`src/rtl/ad7606_seq_ctrl_if.sv`:
```
// AD7606 parallel-interface pin bundle.
// master: the sequencer driving the ADC control pins.
// slave:  the ADC (or a model of it) driving data, BUSY and FRSTDATA.
interface ad7606_seq_ctrl_if;
    logic [15:0] adc_db_i;
    logic        adc_busy_i;
    logic        adc_frstdata_i;
    logic        adc_convst_o;
    logic        adc_cs_n_o;
    logic        adc_rd_n_o;
    logic        adc_reset_o;
    logic [2:0]  adc_os_o;

    modport master (
        input  adc_db_i,
        input  adc_busy_i,
        input  adc_frstdata_i,
        output adc_convst_o,
        output adc_cs_n_o,
        output adc_rd_n_o,
        output adc_reset_o,
        output adc_os_o
    );

    modport slave (
        output adc_db_i,
        output adc_busy_i,
        output adc_frstdata_i,
        input  adc_convst_o,
        input  adc_cs_n_o,
        input  adc_rd_n_o,
        input  adc_reset_o,
        input  adc_os_o
    );
endinterface

```
`src/rtl/ad7606_seq_ctrl.sv`:
```
// AD7606 acquisition sequencer: resets the ADC, issues CONVST on request,
// waits for BUSY (with timeout), then reads NCH channels over the parallel
// bus while checking FRSTDATA alignment. All ADC strobes are registered.
module ad7606_seq_ctrl #(
    parameter int NCH         = 8,
    parameter int CONV_LO_CYC = 2,
    parameter int RD_LO_CYC   = 3,
    parameter int RD_HI_CYC   = 2,
    parameter int RST_CYC     = 4,
    parameter int TMO_CYC     = 40000
) (
    input  logic                     clk_i,
    input  logic                     reset_i,
    input  logic                     start_i,
    input  logic [2:0]               os_i,
    ad7606_seq_ctrl_if.master        adc,
    output logic [15:0]              sample_o,
    output logic [2:0]               sample_ch_o,
    output logic                     sample_valid_o,
    output logic                     ready_o,
    output logic                     frame_done_o,
    output logic                     err_o
);

    localparam int TW = $clog2(TMO_CYC + 1);

    typedef enum logic [3:0] {
        INIT, IDLE, CONV, WAIT_HI, WAIT_LO, RD_LO, RD_HI, DONE, ERR
    } state_t;

    state_t        state;
    logic [7:0]    cnt;
    logic [TW-1:0] tmo;
    logic [2:0]    ch;
    logic          cap_pend;
    logic          busy_meta;
    logic          busy_sync;
    logic          frst_bad;

    // FRSTDATA must be high only while channel 0 is on the bus
    always_comb begin
        frst_bad = (ch == 3'd0) ? ~adc.adc_frstdata_i : adc.adc_frstdata_i;
    end

    // Two-flop synchroniser for the asynchronous BUSY pin
    always_ff @(posedge clk_i or posedge reset_i) begin
        if (reset_i) begin
            busy_meta <= 1'b0;
            busy_sync <= 1'b0;
        end else begin
            busy_meta <= adc.adc_busy_i;
            busy_sync <= busy_meta;
        end
    end

    // Sequencer FSM with registered ADC strobes and status outputs
    always_ff @(posedge clk_i or posedge reset_i) begin
        if (reset_i) begin
            state            <= INIT;
            cnt              <= '0;
            tmo              <= '0;
            ch               <= '0;
            cap_pend         <= 1'b0;
            adc.adc_convst_o <= 1'b1;
            adc.adc_cs_n_o   <= 1'b1;
            adc.adc_rd_n_o   <= 1'b1;
            adc.adc_reset_o  <= 1'b1;
            adc.adc_os_o     <= '0;
            sample_o         <= '0;
            sample_ch_o      <= '0;
            sample_valid_o   <= 1'b0;
            frame_done_o     <= 1'b0;
            ready_o          <= 1'b0;
            err_o            <= 1'b0;
        end else begin
            frame_done_o   <= 1'b0;
            sample_valid_o <= cap_pend;
            cap_pend       <= 1'b0;
            case (state)
                INIT: begin
                    if (cnt == 8'(RST_CYC - 1)) begin
                        adc.adc_reset_o <= 1'b0;
                        ready_o         <= 1'b1;
                        cnt             <= '0;
                        state           <= IDLE;
                    end else begin
                        cnt <= cnt + 8'd1;
                    end
                end
                IDLE: begin
                    if (start_i) begin
                        adc.adc_os_o     <= os_i;
                        adc.adc_convst_o <= 1'b0;
                        ch               <= '0;
                        cnt              <= '0;
                        err_o            <= 1'b0;
                        ready_o          <= 1'b0;
                        state            <= CONV;
                    end
                end
                CONV: begin
                    if (cnt == 8'(CONV_LO_CYC - 1)) begin
                        adc.adc_convst_o <= 1'b1;
                        tmo              <= '0;
                        state            <= WAIT_HI;
                    end else begin
                        cnt <= cnt + 8'd1;
                    end
                end
                WAIT_HI: begin
                    // timeout spans both wait states without restarting
                    if (tmo == TW'(TMO_CYC - 1)) begin
                        err_o <= 1'b1;
                        state <= ERR;
                    end else begin
                        tmo <= tmo + 1'b1;
                        if (busy_sync) state <= WAIT_LO;
                    end
                end
                WAIT_LO: begin
                    if (tmo == TW'(TMO_CYC - 1)) begin
                        err_o <= 1'b1;
                        state <= ERR;
                    end else if (!busy_sync) begin
                        adc.adc_cs_n_o <= 1'b0;
                        adc.adc_rd_n_o <= 1'b0;
                        cnt            <= '0;
                        state          <= RD_LO;
                    end else begin
                        tmo <= tmo + 1'b1;
                    end
                end
                RD_LO: begin
                    if (cnt == 8'(RD_LO_CYC - 1)) begin
                        adc.adc_rd_n_o <= 1'b1;
                        cnt            <= '0;
                        if (frst_bad) begin
                            adc.adc_cs_n_o <= 1'b1;
                            err_o          <= 1'b1;
                            state          <= ERR;
                        end else begin
                            sample_o    <= adc.adc_db_i;
                            sample_ch_o <= ch;
                            cap_pend    <= 1'b1;
                            state       <= (ch == 3'(NCH - 1)) ? DONE : RD_HI;
                        end
                    end else begin
                        cnt <= cnt + 8'd1;
                    end
                end
                RD_HI: begin
                    if (cnt == 8'(RD_HI_CYC - 1)) begin
                        adc.adc_rd_n_o <= 1'b0;
                        ch             <= ch + 3'd1;
                        cnt            <= '0;
                        state          <= RD_LO;
                    end else begin
                        cnt <= cnt + 8'd1;
                    end
                end
                DONE: begin
                    adc.adc_cs_n_o <= 1'b1;
                    frame_done_o   <= 1'b1;
                    ready_o        <= 1'b1;
                    state          <= IDLE;
                end
                ERR: begin
                    adc.adc_convst_o <= 1'b1;
                    adc.adc_cs_n_o   <= 1'b1;
                    adc.adc_rd_n_o   <= 1'b1;
                    adc.adc_reset_o  <= 1'b1;
                    cnt              <= '0;
                    state            <= INIT;
                end
                default: state <= INIT;
            endcase
        end
    end

endmodule

```
`src/flat_wrapper.sv`:
```
// flat-port wrapper written by rule: the top's interface ports become plain ports
module ad7606_seq_ctrl_flat 
#(
    parameter int NCH         = 8,
    parameter int CONV_LO_CYC = 2,
    parameter int RD_LO_CYC   = 3,
    parameter int RD_HI_CYC   = 2,
    parameter int RST_CYC     = 4,
    parameter int TMO_CYC     = 40000
)
  (clk_i, reset_i, start_i, os_i, sample_o, sample_ch_o, sample_valid_o, ready_o, frame_done_o, err_o, adc_adc_db_i, adc_adc_busy_i, adc_adc_frstdata_i, adc_adc_convst_o, adc_adc_cs_n_o, adc_adc_rd_n_o, adc_adc_reset_o, adc_adc_os_o);
  ad7606_seq_ctrl_if adc_i ();
  input  logic clk_i;
  input  logic reset_i;
  input  logic start_i;
  input  logic [2:0] os_i;
  output logic [15:0] sample_o;
  output logic [2:0] sample_ch_o;
  output logic sample_valid_o;
  output logic ready_o;
  output logic frame_done_o;
  output logic err_o;
  input wire logic [$bits(adc_i.adc_db_i)-1:0] adc_adc_db_i;
  input wire logic [$bits(adc_i.adc_busy_i)-1:0] adc_adc_busy_i;
  input wire logic [$bits(adc_i.adc_frstdata_i)-1:0] adc_adc_frstdata_i;
  output wire logic [$bits(adc_i.adc_convst_o)-1:0] adc_adc_convst_o;
  output wire logic [$bits(adc_i.adc_cs_n_o)-1:0] adc_adc_cs_n_o;
  output wire logic [$bits(adc_i.adc_rd_n_o)-1:0] adc_adc_rd_n_o;
  output wire logic [$bits(adc_i.adc_reset_o)-1:0] adc_adc_reset_o;
  output wire logic [$bits(adc_i.adc_os_o)-1:0] adc_adc_os_o;
  assign adc_i.adc_db_i = adc_adc_db_i;
  assign adc_i.adc_busy_i = adc_adc_busy_i;
  assign adc_i.adc_frstdata_i = adc_adc_frstdata_i;
  assign adc_adc_convst_o = adc_i.adc_convst_o;
  assign adc_adc_cs_n_o = adc_i.adc_cs_n_o;
  assign adc_adc_rd_n_o = adc_i.adc_rd_n_o;
  assign adc_adc_reset_o = adc_i.adc_reset_o;
  assign adc_adc_os_o = adc_i.adc_os_o;
  ad7606_seq_ctrl #(.NCH(NCH), .CONV_LO_CYC(CONV_LO_CYC), .RD_LO_CYC(RD_LO_CYC), .RD_HI_CYC(RD_HI_CYC), .RST_CYC(RST_CYC), .TMO_CYC(TMO_CYC)) u_core (.clk_i(clk_i), .reset_i(reset_i), .start_i(start_i), .os_i(os_i), .adc(adc_i), .sample_o(sample_o), .sample_ch_o(sample_ch_o), .sample_valid_o(sample_valid_o), .ready_o(ready_o), .frame_done_o(frame_done_o), .err_o(err_o));
endmodule
```
`config.mk`:
```
export PLATFORM = sky130hd
export DESIGN_NAME = ad7606_seq_ctrl_flat
export DESIGN_NICKNAME = d
export VERILOG_FILES = /design/src/rtl/ad7606_seq_ctrl_if.sv /design/src/rtl/ad7606_seq_ctrl.sv /design/src/flat_wrapper.sv
export SDC_FILE = /design/constraint.sdc
export NUM_CORES = 1
export LEC_CHECK = 0
export CORE_ASPECT_RATIO = 1.2
export CORE_UTILIZATION = 54
export DETAILED_ROUTE_END_ITERATION = 16
export GPL_ROUTABILITY_DRIVEN = 0
export PLACE_DENSITY = 0.8
export SLEW_MARGIN = 10
export SYNTH_ARGS = -nofsm -noshare
export SYNTH_HDL_FRONTEND = slang
export SYNTH_SLANG_ARGS = --single-unit
```
`constraint.sdc`:
```
create_clock -name clk_i -period 3 [get_ports clk_i]
set_clock_uncertainty 0.15 [all_clocks]
set_input_delay 0.6 -clock clk_i [delete_from_list [all_inputs] [get_ports clk_i]]
set_output_delay 0.6 -clock clk_i [all_outputs]
set_load 0.02 [all_outputs]
```
[Word level (Yosys, flattened, before mapping)]
Index checks and enable logic that the tools add are counted.
Storage, ports and cells
  flip-flop bits (word level): 64
  input port bits: 24
  output and inout port bits: 30
  word-level logic and storage cells: 125
Cells by class
  add/subtract/negate cells: 3
  eq/ne operators: 27
  mux-type cells: 50
  bitwise gates (word level): 2
  reductions and logical operators: 25
Operators by type and width (count)
  $mux W16: 4
  $mux W8: 7
  $pmux W8 S7: 1
  $pmux W16 S3: 1
  $mux W4: 10
  $pmux W4 S8: 1
  $reduce_and A5 Y1: 5
  $mux W1: 17
  $add A16 B1 Y16 const B: 1
  $eq A16 B16 Y1 const B: 1
  $eq A4 B3 Y1 const B: 4
  $eq A8 B2 Y1 const B: 2
  $reduce_bool A3 Y1: 5
  $ne A2 B1 Y1 const B: 7
  $pmux W1 S3: 4
  $reduce_and A3 Y1: 4
  $ne A2 B2 Y1 const B: 5
  $add A8 B1 Y8 const B: 1
  $eq A4 B2 Y1 const B: 2
  $eq A8 B1 Y1 const B: 1
  $reduce_and A7 Y1: 1
  $reduce_bool A7 Y1: 1
  $mux W3: 2
  $pmux W3 S2: 1
  15 further kinds: 19

[Depth between registers and ports, before layout]
  word-level depth: 5
  mapped depth: 8
  gate-level depth less buffers: 7

[Least setup slack after synthesis]
OpenSTA, ideal clock, no wires.
  path type: reg2reg
  start: register u_core.cnt[1]
  end: register u_core.tmo[12]
  setup time: 79 ps
  arrival: 2230 ps
  data required time: 2771 ps
  path slack: 540 ps
  stages on the path, launching flop included: 9
  buffers on the path: 1
  clock period less this slack: 2460 ps
  cells stage by stage: dfrtp_1 inv_1 ha_1 or3b_2 or3_4 o21a_4 buf_6 nor4_1 mux2i_1
On the way
  cells in the longest elaborated chain, start to end: 3
Ends and longest elaborated chain
  start, declared: RTL line ad7606_seq_ctrl.sv:32  | logic [7:0] cnt;
  start signal, assigned: RTL line ad7606_seq_ctrl.sv:87  | cnt <= cnt + 8'd1;
  start signal, assigned: RTL line ad7606_seq_ctrl.sv:107  | cnt <= cnt + 8'd1;
  start signal, assigned: RTL line ad7606_seq_ctrl.sv:148  | cnt <= cnt + 8'd1;
  $eq A8 B1 Y1: RTL line ad7606_seq_ctrl.sv:102  | if (cnt == 8'(CONV_LO_CYC - 1)) begin
  $ne A2 B1 Y1 (no line)
  $reduce_and A5 Y1 (no line)
  end signal, assigned: RTL line ad7606_seq_ctrl.sv:116  | tmo <= tmo + 1'b1;
  end signal, assigned: RTL line ad7606_seq_ctrl.sv:130  | tmo <= tmo + 1'b1;
  end, declared: RTL line ad7606_seq_ctrl.sv:33  | logic [TW-1:0] tmo;
Every way passes these cells.
A chain may end at the register's enable or synchronous reset.

[Worst setup path after layout]
  start: register u_core.cnt[1]
  end: register u_core.tmo[3]
The elaborated chain is that of the path after synthesis.

==> flow_metrics.env <==
export IMPL_synth_edf_count=0
export IMPL_hpwl_mm=5.463
export IMPL_ff2ff_path_depth=7
export IMPL_status="finished, final reports clean"
export IMPL_cp_required_ps=3110
export IMPL_hold_path_class="flop to flop"
export IMPL_wl_per_cell_um=16.25
export IMPL_syn2layout_area_growth_pct=25.83
export IMPL_cts_tree="built"
export IMPL_nets=427
export IMPL_postSynth_asyncResetShare=1.000
export IMPL_num_rows=31
export IMPL_netlist_instances=339
export IMPL_crit_end="u_core.tmo[3]"
export IMPL_antenna_cells=0
export IMPL_hold_viol=0
export IMPL_initial_core_util=0.5651
export IMPL_clock_latency_ps=340
export IMPL_grt_setup_unrepaired="false"
export IMPL_power_uw=4349
export IMPL_fp_coreArea_mm2=0.006128
export IMPL_post_cts_buffers=0
export IMPL_ant_nets=0
export IMPL_grt_max_degree=33
export IMPL_tns_ps=0
export IMPL_cts_sinks=64
export IMPL_fin_crit_sh=0.8954
export IMPL_synth_area_leaders="dfrtp_1 43%, mux2_2 7.2%, dfstp_2 3.0%"
export IMPL_p_leak_uw=0.001822
export IMPL_die_w_um=75.11
export IMPL_rrSetupSlack_ps=310
export IMPL_min_period_ps=2686
export IMPL_synth_top_family_by_area="simple AND/OR/NAND/NOR gates"
export IMPL_synth_top_area_share=0.4335
export IMPL_clockBufferDepth=2
export IMPL_post_synth_top_area_cell="dfrtp_1"
export IMPL_startpoint_type="flop"
export IMPL_netlist_area_mm2=0.003463
export IMPL_synth_area_mux_share=0.08020
export IMPL_grt_antenna_before_repair=0
export IMPL_vdd_drop_max_v=0.0005828
export IMPL_vias=2897
export IMPL_max_clock_freq_mhz=372.3
export IMPL_fillCellCount=470
export IMPL_grt_total_usage=0.2548
export IMPL_finalWirelength_mm=7.848
export IMPL_synth_distinct_cells=66
export IMPL_cts_inserted_buffers=9
export IMPL_synthAdderAreaFrac=0.02529
export IMPL_path_clk_slew_ps=70
export IMPL_critPathKind="flop to flop"
export IMPL_avgSynthCellArea_um2=10.22
export IMPL_io_pins=54
export IMPL_vias_per_cell=5.998
export IMPL_fin_area_mm2=0.004358
export IMPL_ys_seq_area_frac=0.4639
export IMPL_drc=0
export IMPL_grt_overflow=0
export IMPL_grt_pass1_vias=2866
export IMPL_timing_rr_start="u_core.cnt[1]"
export IMPL_synthSimpleGateAreaFrac=0.1882
export IMPL_die_h_um=89.73
export IMPL_drive_above_1_share=0.1796
export IMPL_dr_pass1_iters=4
export IMPL_ys_ff_latch=64
export IMPL_grt_pass1_wl_mm=13.13
export IMPL_io_buffers=53
export IMPL_place_area_mm2=0.004106
export IMPL_clock_root_buffer="clkbuf_8"
export IMPL_slew_viol_final=0
export IMPL_worst_pin_slew_ps=644.2
export IMPL_yosys_warnings=0
export IMPL_ys_flop_type="dfrtp_1"
export IMPL_startpoint="u_core.cnt[1]"
export IMPL_synthXorXnorAreaFrac=0.01517
export IMPL_setup_viol=0
export IMPL_powerDensity_mw_per_mm2=998.0
export IMPL_htree_levels=3
export IMPL_end_kind="flop"
export IMPL_critPathArrivalTime_ps=2800
export IMPL_critPathMaxFanout=19
export IMPL_cts_resized=0
export IMPL_hold_buffers=0
export IMPL_drt_iter0_drc=195
export IMPL_cap_viol_max_count=0
export IMPL_synth_compound_area_share=0.1875
export IMPL_r2r_end="u_core.tmo[3]"
export IMPL_die_area_mm2=0.006739
export IMPL_slew_headroom=0.5660
export IMPL_syn_nets=370
routing by layer:
layer  up-vias  share of wire  track usage
li1       1382              -            -
met3        20          0.049      0.06390
met1      1393           0.43       0.3284
met4         0          0.027       0.1211
met5         -              0            0
met2       102           0.50       0.3941
synth_stat cells, types with 3 or more instances:
cell      instances
a21oi_1          15
a22o_1            3
a31o_2            3
clkbuf_1         12
dfrtp_1          60
dfstp_2           4
ha_1              7
inv_1            14
mux2_2           22
mux2i_1           3
nand2_1          25
nand2b_1          5
nand3_1          15
nand4_1           4
nor2_1           16
nor3_1            9
nor4_1            4
nor4bb_1          3
o211ai_1          9
o21ai_0          18
o221ai_1          3
o22ai_1           4
o31ai_1           9
or2_2             4
or3_1             3
or3b_2            3
or4_1             6
xnor2_1           5
final cells by class:
type,instances,area [um2],share of cell area
Sequential cell,64,1607,0.3686
Multi-Input combinational cell,243,1719,0.3945
Tap cell,82,102.6,0.02354
Timing Repair Buffer,64,625.6,0.1436
Clock inverter,6,113.9,0.02613
Clock buffer,10,137.6,0.03158
Inverter,14,52.55,0.01206
cell usage in the layout, fill, tap and decap left out, types with 3 or more instances in the layout:
cell type / instances
mux2_2: 22
nand2b_1: 5
clkbuf_8: 10
a21oi_1: 15
mux2i_1: 3
o22ai_1: 4
nor4bb_1: 3
clkdlybuf4s50_1: 53
or2_2: 4
nand4_1: 4
buf_4: 10
a31o_2: 3
nand3_1: 15
dfrtp_1: 60
o21ai_0: 18
or3_1: 3
a22o_1: 3
nor2_1: 16
nand2_1: 25
nor4_1: 4
bufinv_16: 3
dfstp_2: 4
or3b_2: 3
o31ai_1: 9
xnor2_1: 5
inv_1: 13
o211ai_1: 9
or4_1: 6
ha_1: 7
nor3_1: 9
o221ai_1: 3
flip-flops by register name (all words and copies together) (netlist names), 3 cells and up:
signal and flops:
u_core.adc.adc_os_o 3, u_core.state 4, u_core.sample_ch_o 3, u_core.cnt 8, u_core.sample_o 16, u_core.ch 3, u_core.tmo 16
power by group:
group / switching, uW / internal (uW) / total, uW
combinational: 1120 / 906 / 2030
clock: 343 / 577 / 920
sequential: 245 / 1150 / 1400
critical path: stages, from the launching register on:
cell and delay, ps:
dfrtp_1 410, inv_1 90, ha_1 130, or3b_2 500, or3_4 480, o21a_4 210, or4_1 490, a21oi_1 160
logic make-up after synthesis:
kind of cell / count (synthesis)
xor+xnor: 6
mux: 25
fa+ha+maj: 7
buf+inv: 32
flops: 64
simple gates: 115
compound gates: 90
through the flow:
stage	cells	setup slack (ps)	utilization	hold WS, ps
final	483	313.9	0.7111	200.2
after detailed placement	467	345.8	0.6701	194.1
after global placement	467	420.3	0.6701	182.4
after global routing	483	110.5	0.7111	219.7
after CTS	483	335.7	0.7111	201.3
after floorplan	339	540.2	-	181.2
worst min path at each step:
stage / from / endpoint / slack [ps] / depth (start not counted)
6_report: u_core.busy_meta / u_core.busy_sync / 200 / 0
5_1_grt: u_core.busy_meta / u_core.busy_sync / 220 / 0
4_1_cts: u_core.busy_meta / u_core.busy_sync / 200 / 0
3_5_place_dp: u_core.cap_pend / u_core.sample_valid_o / 190 / 0
3_3_place_gp: u_core.cap_pend / u_core.sample_valid_o / 180 / 0
2_1_floorplan: u_core.busy_meta / u_core.busy_sync / 180 / 0
No activity file was read; power rests on OpenSTA's default activity.
==> patch, RTL diff (same flow settings) <==
`TMO_CYC` is set to 40000 in 2 places; all go to 10000.
--- a/src/rtl/ad7606_seq_ctrl.sv
+++ b/src/rtl/ad7606_seq_ctrl.sv
@@ -7,7 +7,7 @@
     parameter int RD_LO_CYC   = 3,
     parameter int RD_HI_CYC   = 2,
     parameter int RST_CYC     = 4,
-    parameter int TMO_CYC     = 40000
+    parameter int TMO_CYC     = 10000
 ) (
     input  logic                     clk_i,
     input  logic                     reset_i,
--- a/src/flat_wrapper.sv
+++ b/src/flat_wrapper.sv
@@ -6,7 +6,7 @@
     parameter int RD_LO_CYC   = 3,
     parameter int RD_HI_CYC   = 2,
     parameter int RST_CYC     = 4,
-    parameter int TMO_CYC     = 40000
+    parameter int TMO_CYC     = 10000
 )
   (clk_i, reset_i, start_i, os_i, sample_o, sample_ch_o, sample_valid_o, ready_o, frame_done_o, err_o, adc_adc_db_i, adc_adc_busy_i, adc_adc_frstdata_i, adc_adc_convst_o, adc_adc_cs_n_o, adc_adc_rd_n_o, adc_adc_reset_o, adc_adc_os_o);
   ad7606_seq_ctrl_if adc_i ();
Check against the original RTL: same outputs for any inputs over 10 cycles, from zero or initial values and one cycle with reset_i high; that may be too few to reach the edited logic, so the function may still have changed.
==> patch against the unedited design <==
  * Power rose by 3.0%
  * Sequential cell count decreased by 2
  * Area after synthesis up 1.8%
  * Via count is 1.9% higher
  * Wire length is 7.0% higher
  * Critical endpoint is now u_core.tmo[6]
  * Design area grew 1.7%
  * Critical path depth shrank 2
  * Critical path type unchanged
  * Highest routed layer unchanged
  * Setup slack improved by 0.12 ns
==> patch: results (changes against the unedited design) <==
\begin{tabular}{lr}
\hline
Metric & Value \\
\hline
\multicolumn{2}{l}{\textbf{Status}} \\
Result of the run & completed \\
\multicolumn{2}{l}{\textbf{Cells and area}} \\
Filler Cells Inserted & 446 (-5.1\%) \\
Layout cells sized above 1 & 18.3\% (+0.34 points) \\
\multicolumn{2}{l}{\textbf{Synth}} \\
Count of cell types in the netlist & 62 (-6.1\%) \\
Top post-synthesis cells by count & sky130\_fd\_sc\_hd\_\_dfrtp\_1 (58), sky130\_fd\_sc\_hd\_\_mux2\_2 (24), sky130\_fd\_sc\_hd\_\_nand2\_1 (21), sky130\_fd\_sc\_hd\_\_o21ai\_0 (21), sky130\_fd\_sc\_hd\_\_nor2\_1 (19) \\
Sequential-to-total area share from yosys stat & 44.1\% (-2.2 points) \\
Post-synth net total & 376 (+1.6\%) \\
Post-synthesis compound-gate area fraction & 18.0\% (-0.72 points) \\
Avg Inst Size Synth & 10.2 um\^{}2 (about the same) \\
Top post-synthesis cells by area & sky130\_fd\_sc\_hd\_\_dfrtp\_1 (41\%), sky130\_fd\_sc\_hd\_\_mux2\_2 (7.7\%), sky130\_fd\_sc\_hd\_\_dfstp\_2 (3.0\%) \\
\multicolumn{2}{l}{\textbf{Global route}} \\
Global routing usage on met1 & 34.5\% (+1.6 points) \\
GR Layer Usage met2 & 43.2\% (+3.8 points) \\
Vias in the first global route & 2873 (+0.24\%) \\
Met3 routing resource usage after global routing & 4.91\% (-1.5 points) \\
GRT Util Overall & 27.0\% (+1.5 points) \\
\multicolumn{2}{l}{\textbf{Power and ir drop}} \\
Peak ir drop on the vdd network & 0.000668 V (+15\%) \\
\multicolumn{2}{l}{\textbf{Worst setup path}} \\
Worst reg-to-reg path cell count & 5 (-2) \\
Arrival time of data at the critical path endpoint & 2.66 ns (-0.14 ns) \\
Critical Path Fanout Max & 14 (-5) \\
Worst setup path startpoint & u\_core.state[1] \\
Critical-path cell with the highest stage delay & sky130\_fd\_sc\_hd\_\_dfrtp\_1 \\
FF-to-FF End & u\_core.tmo[6] \\
Setup slack on the worst flop-to-flop path & 0.43 ns (+0.12 ns) \\
\multicolumn{2}{l}{\textbf{Routing}} \\
Vias/cell & 6.00 (about the same) \\
Total met3 wirelength after detailed routing & 360 um (-5.5\%) \\
Mean routed wirelength per cell & 17.1 um (+5.0\%) \\
Initial DRT Pass Iterations & 5 (+1) \\
Detailed router's first-iteration violation count & 239 (+23\%) \\
\multicolumn{2}{l}{\textbf{Min path}} \\
Hold worst-path end & u\_core.sample\_valid\_o \\
Source of the worst hold timing path & u\_core.cap\_pend \\
\multicolumn{2}{l}{\textbf{Placed design}} \\
Post-DP HPWL & 5.93 mm (+8.5\%) \\
Total placed cells including tap cells & 476 (+1.9\%) \\
\hline
\end{tabular}
-- patch: changes by cell type after synthesis, moves of 4 or more --
cell / before / now
sky130_fd_sc_hd__a211oi_1: 1 / 5
sky130_fd_sc_hd__buf_2: 2 / 6
sky130_fd_sc_hd__clkbuf_1: 12 / 8
sky130_fd_sc_hd__nand4_1: 4 / 9
sky130_fd_sc_hd__nand2_1: 25 / 21
sky130_fd_sc_hd__nand2b_1: 5 / 13
sky130_fd_sc_hd__a21oi_1: 15 / 8
sky130_fd_sc_hd__and3_1: 2 / 11
sky130_fd_sc_hd__mux2i_1: 3 / 7
sky130_fd_sc_hd__o211ai_1: 9 / 1
-- patch: final cells by class --
cell class | instances | area (um^2) | area share (%)
Clock buffer | 10 | 138 | 3.11
Multi-Input combinational cell | 253 | 1850 | 41.7
Timing Repair Buffer | 67 | 648 | 14.6
Tap cell | 82 | 103 | 2.32
Sequential cell | 62 | 1560 | 35.1
Inverter | 12 | 45.0 | 1.02
Clock inverter | 6 | 92.6 | 2.09
